## src/rtl/m_pwr_pkg.sv

```systemverilog
// Shared types and voltage constants for the power-sequencer models.
// Voltages are in 10 mV units throughout.
package m_pwr_pkg;

  typedef enum logic [2:0] {
    S_OFF   = 3'd0,
    S_RAMP  = 3'd1,
    S_ON    = 3'd2,
    S_FALL  = 3'd3,
    S_FAULT = 3'd4
  } t_rail;

  localparam logic [15:0] V_3V3     = 16'd330;
  localparam logic [15:0] V_CPU_MIN = 16'd300;

endpackage

```

## src/rtl/m_tick_div.sv

```systemverilog
// Prescaler producing a one-cycle tick every DIV cycles while run is high.
// clr restarts the count so the first tick lands a full DIV cycles later.
module m_tick_div #(
  parameter int unsigned DIV = 100
) (
  input  logic clk,
  input  logic rst_n,
  input  logic clr,
  input  logic run,
  output logic tick
);

  localparam int unsigned   CW   = (DIV > 1) ? $clog2(DIV) : 1;
  localparam logic [CW-1:0] LAST = CW'(DIV - 1);

  logic [CW-1:0] cnt;

  assign tick = run && (cnt == LAST);

  // NOTE: sequential state uses non-blocking (<=) so every flop samples pre-edge values.
  always_ff @(posedge clk or negedge rst_n) begin
    if (!rst_n) begin
      cnt <= '0;
    end else if (clr) begin
      cnt <= '0;
    end else if (run) begin
      cnt <= tick ? '0 : cnt + 1'b1;
    end
  end

endmodule

```

## src/rtl/m_pwr_rail.sv

```systemverilog
// Soft-start regulator model: ramps vout to V_TARGET on enable, raises pgood
// after a settle delay, ramps down on disable, and collapses on fault.
module m_pwr_rail
  import m_pwr_pkg::*;
#(
  parameter int unsigned V_TARGET  = 330,
  parameter int unsigned RAMP_STEP = 5,
  parameter int unsigned FALL_STEP = 10,
  parameter int unsigned TICK_DIV  = 100,
  parameter int unsigned PG_DLY    = 50
) (
  input  logic        clk,
  input  logic        rst_n,
  input  logic        en,
  input  logic        fault,
  output logic [15:0] vout,
  output logic        pgood,
  output logic [2:0]  state
);

  localparam int unsigned   SW          = (PG_DLY > 1) ? $clog2(PG_DLY) : 1;
  localparam logic [SW-1:0] SETTLE_LAST = SW'(PG_DLY - 1);
  localparam logic [15:0]   VT16        = 16'(V_TARGET);
  localparam logic [16:0]   VT17        = 17'(V_TARGET);
  localparam logic [16:0]   RS17        = 17'(RAMP_STEP);
  localparam logic [16:0]   FS17        = 17'(FALL_STEP);

  t_rail         st_q;
  t_rail         st_d;
  logic [15:0]   vout_d;
  logic [SW-1:0] settle_cnt;
  logic [16:0]   ramp_sum;
  logic          tick;
  logic          tick_run;
  logic          tick_clr;

  // 17-bit sum so the clamp against V_TARGET sees the true value near 16'hFFFF.
  assign ramp_sum = {1'b0, vout} + RS17;
  assign tick_run = (st_q == S_RAMP) || (st_q == S_FALL);
  assign tick_clr = (st_d != st_q);
  assign state    = st_q;

  m_tick_div #(
    .DIV (TICK_DIV)
  ) u_tick (
    .clk   (clk),
    .rst_n (rst_n),
    .clr   (tick_clr),
    .run   (tick_run),
    .tick  (tick)
  );

  // NOTE: every output of this block gets a default first, otherwise paths that skip an assignment infer latches.
  always_comb begin
    st_d   = st_q;
    vout_d = vout;
    if (fault) begin
      st_d   = S_FAULT;
      vout_d = '0;
    end else begin
      case (st_q)
        S_OFF: begin
          if (en) st_d = S_RAMP;
        end
        S_RAMP: begin
          if (!en)               st_d   = S_FALL;
          else if (vout == VT16) st_d   = S_ON;
          else if (tick)         vout_d = (ramp_sum > VT17) ? VT16 : ramp_sum[15:0];
        end
        S_ON: begin
          vout_d = VT16;
          if (!en) st_d = S_FALL;
        end
        S_FALL: begin
          if (en)              st_d   = S_RAMP;
          else if (vout == '0) st_d   = S_OFF;
          else if (tick)       vout_d = ({1'b0, vout} > FS17) ? vout - FS17[15:0] : '0;
        end
        S_FAULT: begin
          if (!en) st_d = S_OFF;
        end
        default: begin
          st_d   = S_OFF;
          vout_d = '0;
        end
      endcase
    end
  end

  always_ff @(posedge clk or negedge rst_n) begin
    if (!rst_n) begin
      st_q       <= S_OFF;
      vout       <= '0;
      pgood      <= 1'b0;
      settle_cnt <= '0;
    end else begin
      st_q <= st_d;
      vout <= vout_d;
      // Settle count only advances while staying in S_ON; any exit or entry edge clears it.
      if (st_q == S_ON && st_d == S_ON) begin
        if (settle_cnt == SETTLE_LAST) pgood      <= 1'b1;
        else                           settle_cnt <= settle_cnt + 1'b1;
      end else begin
        settle_cnt <= '0;
        pgood      <= 1'b0;
      end
    end
  end

endmodule

```

## config.mk

```make
export PLATFORM = sky130hd
export DESIGN_NAME = m_pwr_rail
export DESIGN_NICKNAME = d
export VERILOG_FILES = /design/src/rtl/m_pwr_pkg.sv /design/src/rtl/m_tick_div.sv /design/src/rtl/m_pwr_rail.sv
export SDC_FILE = /design/constraint.sdc
export NUM_CORES = 1
export LEC_CHECK = 0
export CAP_MARGIN = 10
export CORE_AREA = 2 2 58 100
export CTS_CLUSTER_DIAMETER = 40
export DETAILED_ROUTE_END_ITERATION = 8
export DIE_AREA = 0 0 60 102
export MAX_ROUTING_LAYER = met4
export PLACE_DENSITY = 0.73
export RECOVER_POWER = 25
export SYNTH_ARGS = -nofsm -noshare
export SYNTH_HDL_FRONTEND = slang
export SYNTH_SLANG_ARGS = --single-unit
export TNS_END_PERCENT = 50
```

## constraint.sdc

```tcl
create_clock -name clk -period 2.65 [get_ports clk]
set_clock_uncertainty 0.15 [all_clocks]
set_input_delay 0.795 -clock clk [delete_from_list [all_inputs] [get_ports clk]]
set_output_delay 0.795 -clock clk [all_outputs]
set_load 0.01 [all_outputs]
```

==> summary.md <==
| Metric | Value |
|---|---|
| Dominant synthesized flop cell | `dfrtp_1` |
| Total of max-cap violations | `0` |
| R2R Path End | `vout[3]` |
| Final setup fails | `1` |
| GP Congestion | `0.935` |
| Worst slew margin | `41.5%` |
| Initial antenna violation count | `0` |
| Crit end category | `flip-flop` |
| # diodes | `0` |
| Yosys reg bits | `33` |
| Largest net degree at the start of global routing | `34` |
| Worst Hold Path EP | `pgood` |
| Synth area leader | `dfrtp_1` |
| Vias in the first global route | `2749` |
| First-pass GRT wire length | `13.3 mm` |
| Top cell type's share of synthesized area | `30.2%` |
| Startpoint Class | `flip-flop` |
| Mapped Nets | `348` |
| Final HPWL DP | `6.22 mm` |
| Die X | `60 um` |
| Yosys Warn Count | `0` |
| Drt first-iter violations | `195` |
| CP Class | `flip-flop to flip-flop` |
| Congestion Overflow GR | `0` |
| CTS Sinks | `33` |
| DRC Markers | `0` |
| IO Count | `24` |
| Clock Latency Late Sink | `0.30 ns` |
| Critical-path top delay cell | `dfrtp_1` |
| Worst min-delay path class | `flip-flop to flip-flop` |
| WL per Instance | `17.4 um` |
| Clock Tree Root | `clkbuf_8` |
| Cells traversed along the worst timing path | `buf_6 -> ha_4 -> a21oi_4 -> mux2i_1 -> a221o_1 -> nor4_4 -> nand2_2 -> nor4_1 -> o2bb2ai_1` |
| Status | `complete, but fails checks` |
| Pwr Density | `309 nW/um^2` |
| Max Fclk | `374 MHz` |
| Distinct cells, synth | `69` |
| IR drop worst, VDD | `383 uV` |
| Total Routed Length | `8.29 mm` |
| Rows | `35` |
| FFs w/ async S/R, synth | `100%` |
| Met3 WL | `310 um` |
| Final worst slack | `-0.0215 ns` |
| Clock Pin Slew Worst Setup and Hold Paths | `0.07 ns` |
| Register area share after synthesis | `30.2%` |
| Initial Utilization | `51.5%` |
| DR WL met2 | `4.41 mm` |
| Share of cells above drive strength 1 | `25.9%` |
| Period Utilization, post-route | `101%` |
| RR Startpoint | `vout[1]` |
| Die ar. | `6120 um^2` |
| Max-slew violation count | `0` |
| GRT Total Usage | `29.5%` |
| Pre-CTS setup slack | `-0.562 ns` |
| Tightest Pin Transition | `0.878 ns` |
| Max Used Layer | `met4` |
| Synth top area cells | `dfrtp_1 30%, nor2_1 5.6%, a21oi_1 4.2%, ha_1 4.1%, nand2_1 4.0%` |
| Final hold violations | `0` |
| Hold Path Stages | `2` |
| Core Box Area | `5300 um^2` |
| Cells after synthesis | `335` |
| Routed met1 length | `3.07 mm` |
| CTS tree | `done` |
| CP startpoint | `vout[1]` |
| Critical path fanouts, max | `7` |
| Fillers | `433` |
| Post-DRT Antenna Nets | `0` |
| Layout net count | `414` |
| Port bufs | `23` |
| Mapped Avg Cell Area | `8.15 um^2` |
| Required @ worst endpoint | `2.68 ns` |
| Post-synth EDFFs | `0` |
| Failing checks | `negative setup slack` |
| Area grow syn2layout | `32.0%` |
| Arrival time worst endpoint | `2.70 ns` |
| Drt first pass iters | `4` |
| CTS max path bufs | `2` |
| Max incr delay on CP | `0.44 ns` |
| Worst Hold Launch | `pgood` |
| Minimum clock period | `2.67 ns` |
| Leak | `1.54 nW` |
| Htree depth | `2` |
| Unrepaired setup endpoints after global routing | `true` |
| FF-to-FF path depth | `9` |
| Post-synth top cells | `41 x nor2_1, 33 x dfrtp_1, 29 x nand2_1` |
| Via/cell ratio | `6.06` |
| FF-to-FF setup slack | `-0.02 ns` |
| Vias | `2885` |
| Sum Neg Setup Slack | `-0.0215 ns` |
| Die H | `102 um` |
| Synth Cell Area | `2730 um^2` |
| Total CTS buffers | `5` |
| Top-count cell post-synth | `nor2_1` |
## worst max-delay path: cells and delay by family (launching register included)
kind	cells	cell delay (ns)
simple gates	3	0.88
buf+inv	1	0.15
fa+ha+maj	1	0.17
compound gates	3	0.65
mux	1	0.10
flops	1	0.44
## layer usage
| layer | vias to the layer above | track usage [%] |
|---|---|---|
| li1 | 1349 | - |
| met1 | 1379 | 30.6 |
| met2 | 114 | 50.3 |
| met3 | 43 | 5.19 |
| met4 | 0 | 17.3 |
| met5 | - | - |
## report_power, final
part	internal (mW)	total (mW)	switching, mW
Sequential	0.506	0.511	0.00514
Combinational	0.0391	0.0869	0.0478
Clock	0.307	0.516	0.209
Total	0.852	1.11	0.262
## worst max-delay path by stage
stage                     slack (ns)       to  cells past startpoint
after global routing           -0.11  vout[4]                      9
final                          -0.02  vout[3]                      9
after CTS                      0.009  vout[5]                     10
after global placement         -0.47  vout[4]                      9
after detailed placement       -0.56  vout[4]                      9
after floorplan                 0.01  vout[4]                     10
## layout by cell type, fill, tap and decap left out, drive strengths merged, types with 5 or more instances in the layout
| cell type | count |
|---|---|
| a21oi | 24 |
| a31oi | 11 |
| buf | 60 |
| clkbuf | 8 |
| clkdlybuf4s50 | 21 |
| dfrtp | 33 |
| ha | 9 |
| inv | 16 |
| mux2i | 5 |
| nand2 | 29 |
| nand2b | 9 |
| nand3 | 14 |
| nand4 | 6 |
| nor2 | 42 |
| nor3 | 11 |
| nor4 | 9 |
| o21ai | 17 |
| xnor2 | 7 |
## kinds of logic (layout without fill, tap and decap cells)
group | after synthesis | after routing | share of synthesized area [%]
AND/OR/NAND/NOR | 148 | 148 | 30.2
multiplexers | 5 | 5 | 1.83
AO/OA/AOI/OAI | 89 | 89 | 22.6
buffers and inverters | 40 | 107 | 7.42
XOR/XNOR | 11 | 11 | 3.53
flip-flops | 33 | 33 | 30.2
adder cells (fa/ha/maj) | 9 | 9 | 4.12
## through the flow
stage                     total power, mW  util [%]  cells  area, um^2  hold WS, ns
after CTS                            1.11      65.9    471        3490        0.360
after floorplan                     0.559         -    335        2790        0.349
after global placement              0.604      63.3    462        3350        0.330
final                                1.11      68.0    476        3600        0.355
after global routing                 1.14      68.0    476        3600        0.377
after detailed placement            0.605      63.3    462        3350        0.344
## registers in the layout, summed over array words and instances (netlist names)
| name | flops |
|---|---|
| vout | 16 |
| state | 3 |
| pgood | 1 |
| u_tick.cnt | 7 |
| settle_cnt | 6 |
## final cells by class
class | count | area [um^2] | area share, %
Clock inverter | 1 | 30.0 | 0.833
Sequential cell | 33 | 827 | 22.9
Clock buffer | 7 | 86.3 | 2.39
Multi-Input combinational cell | 262 | 1820 | 50.5
Timing Repair Buffer | 83 | 688 | 19.1
Inverter | 16 | 60.1 | 1.67
Tap cell | 74 | 92.6 | 2.57
## what timing repair did
action / 4_1_cts / 5_1_grt
hold buffers: 0 / 0
resized for setup: 9 / 18
gates cloned: 0 / 0
setup buffers: 1 / 5
pin swaps: 4 / 10
endpoints found under the setup margin: 16 / 21
Power figures use the tool's default switching activity.
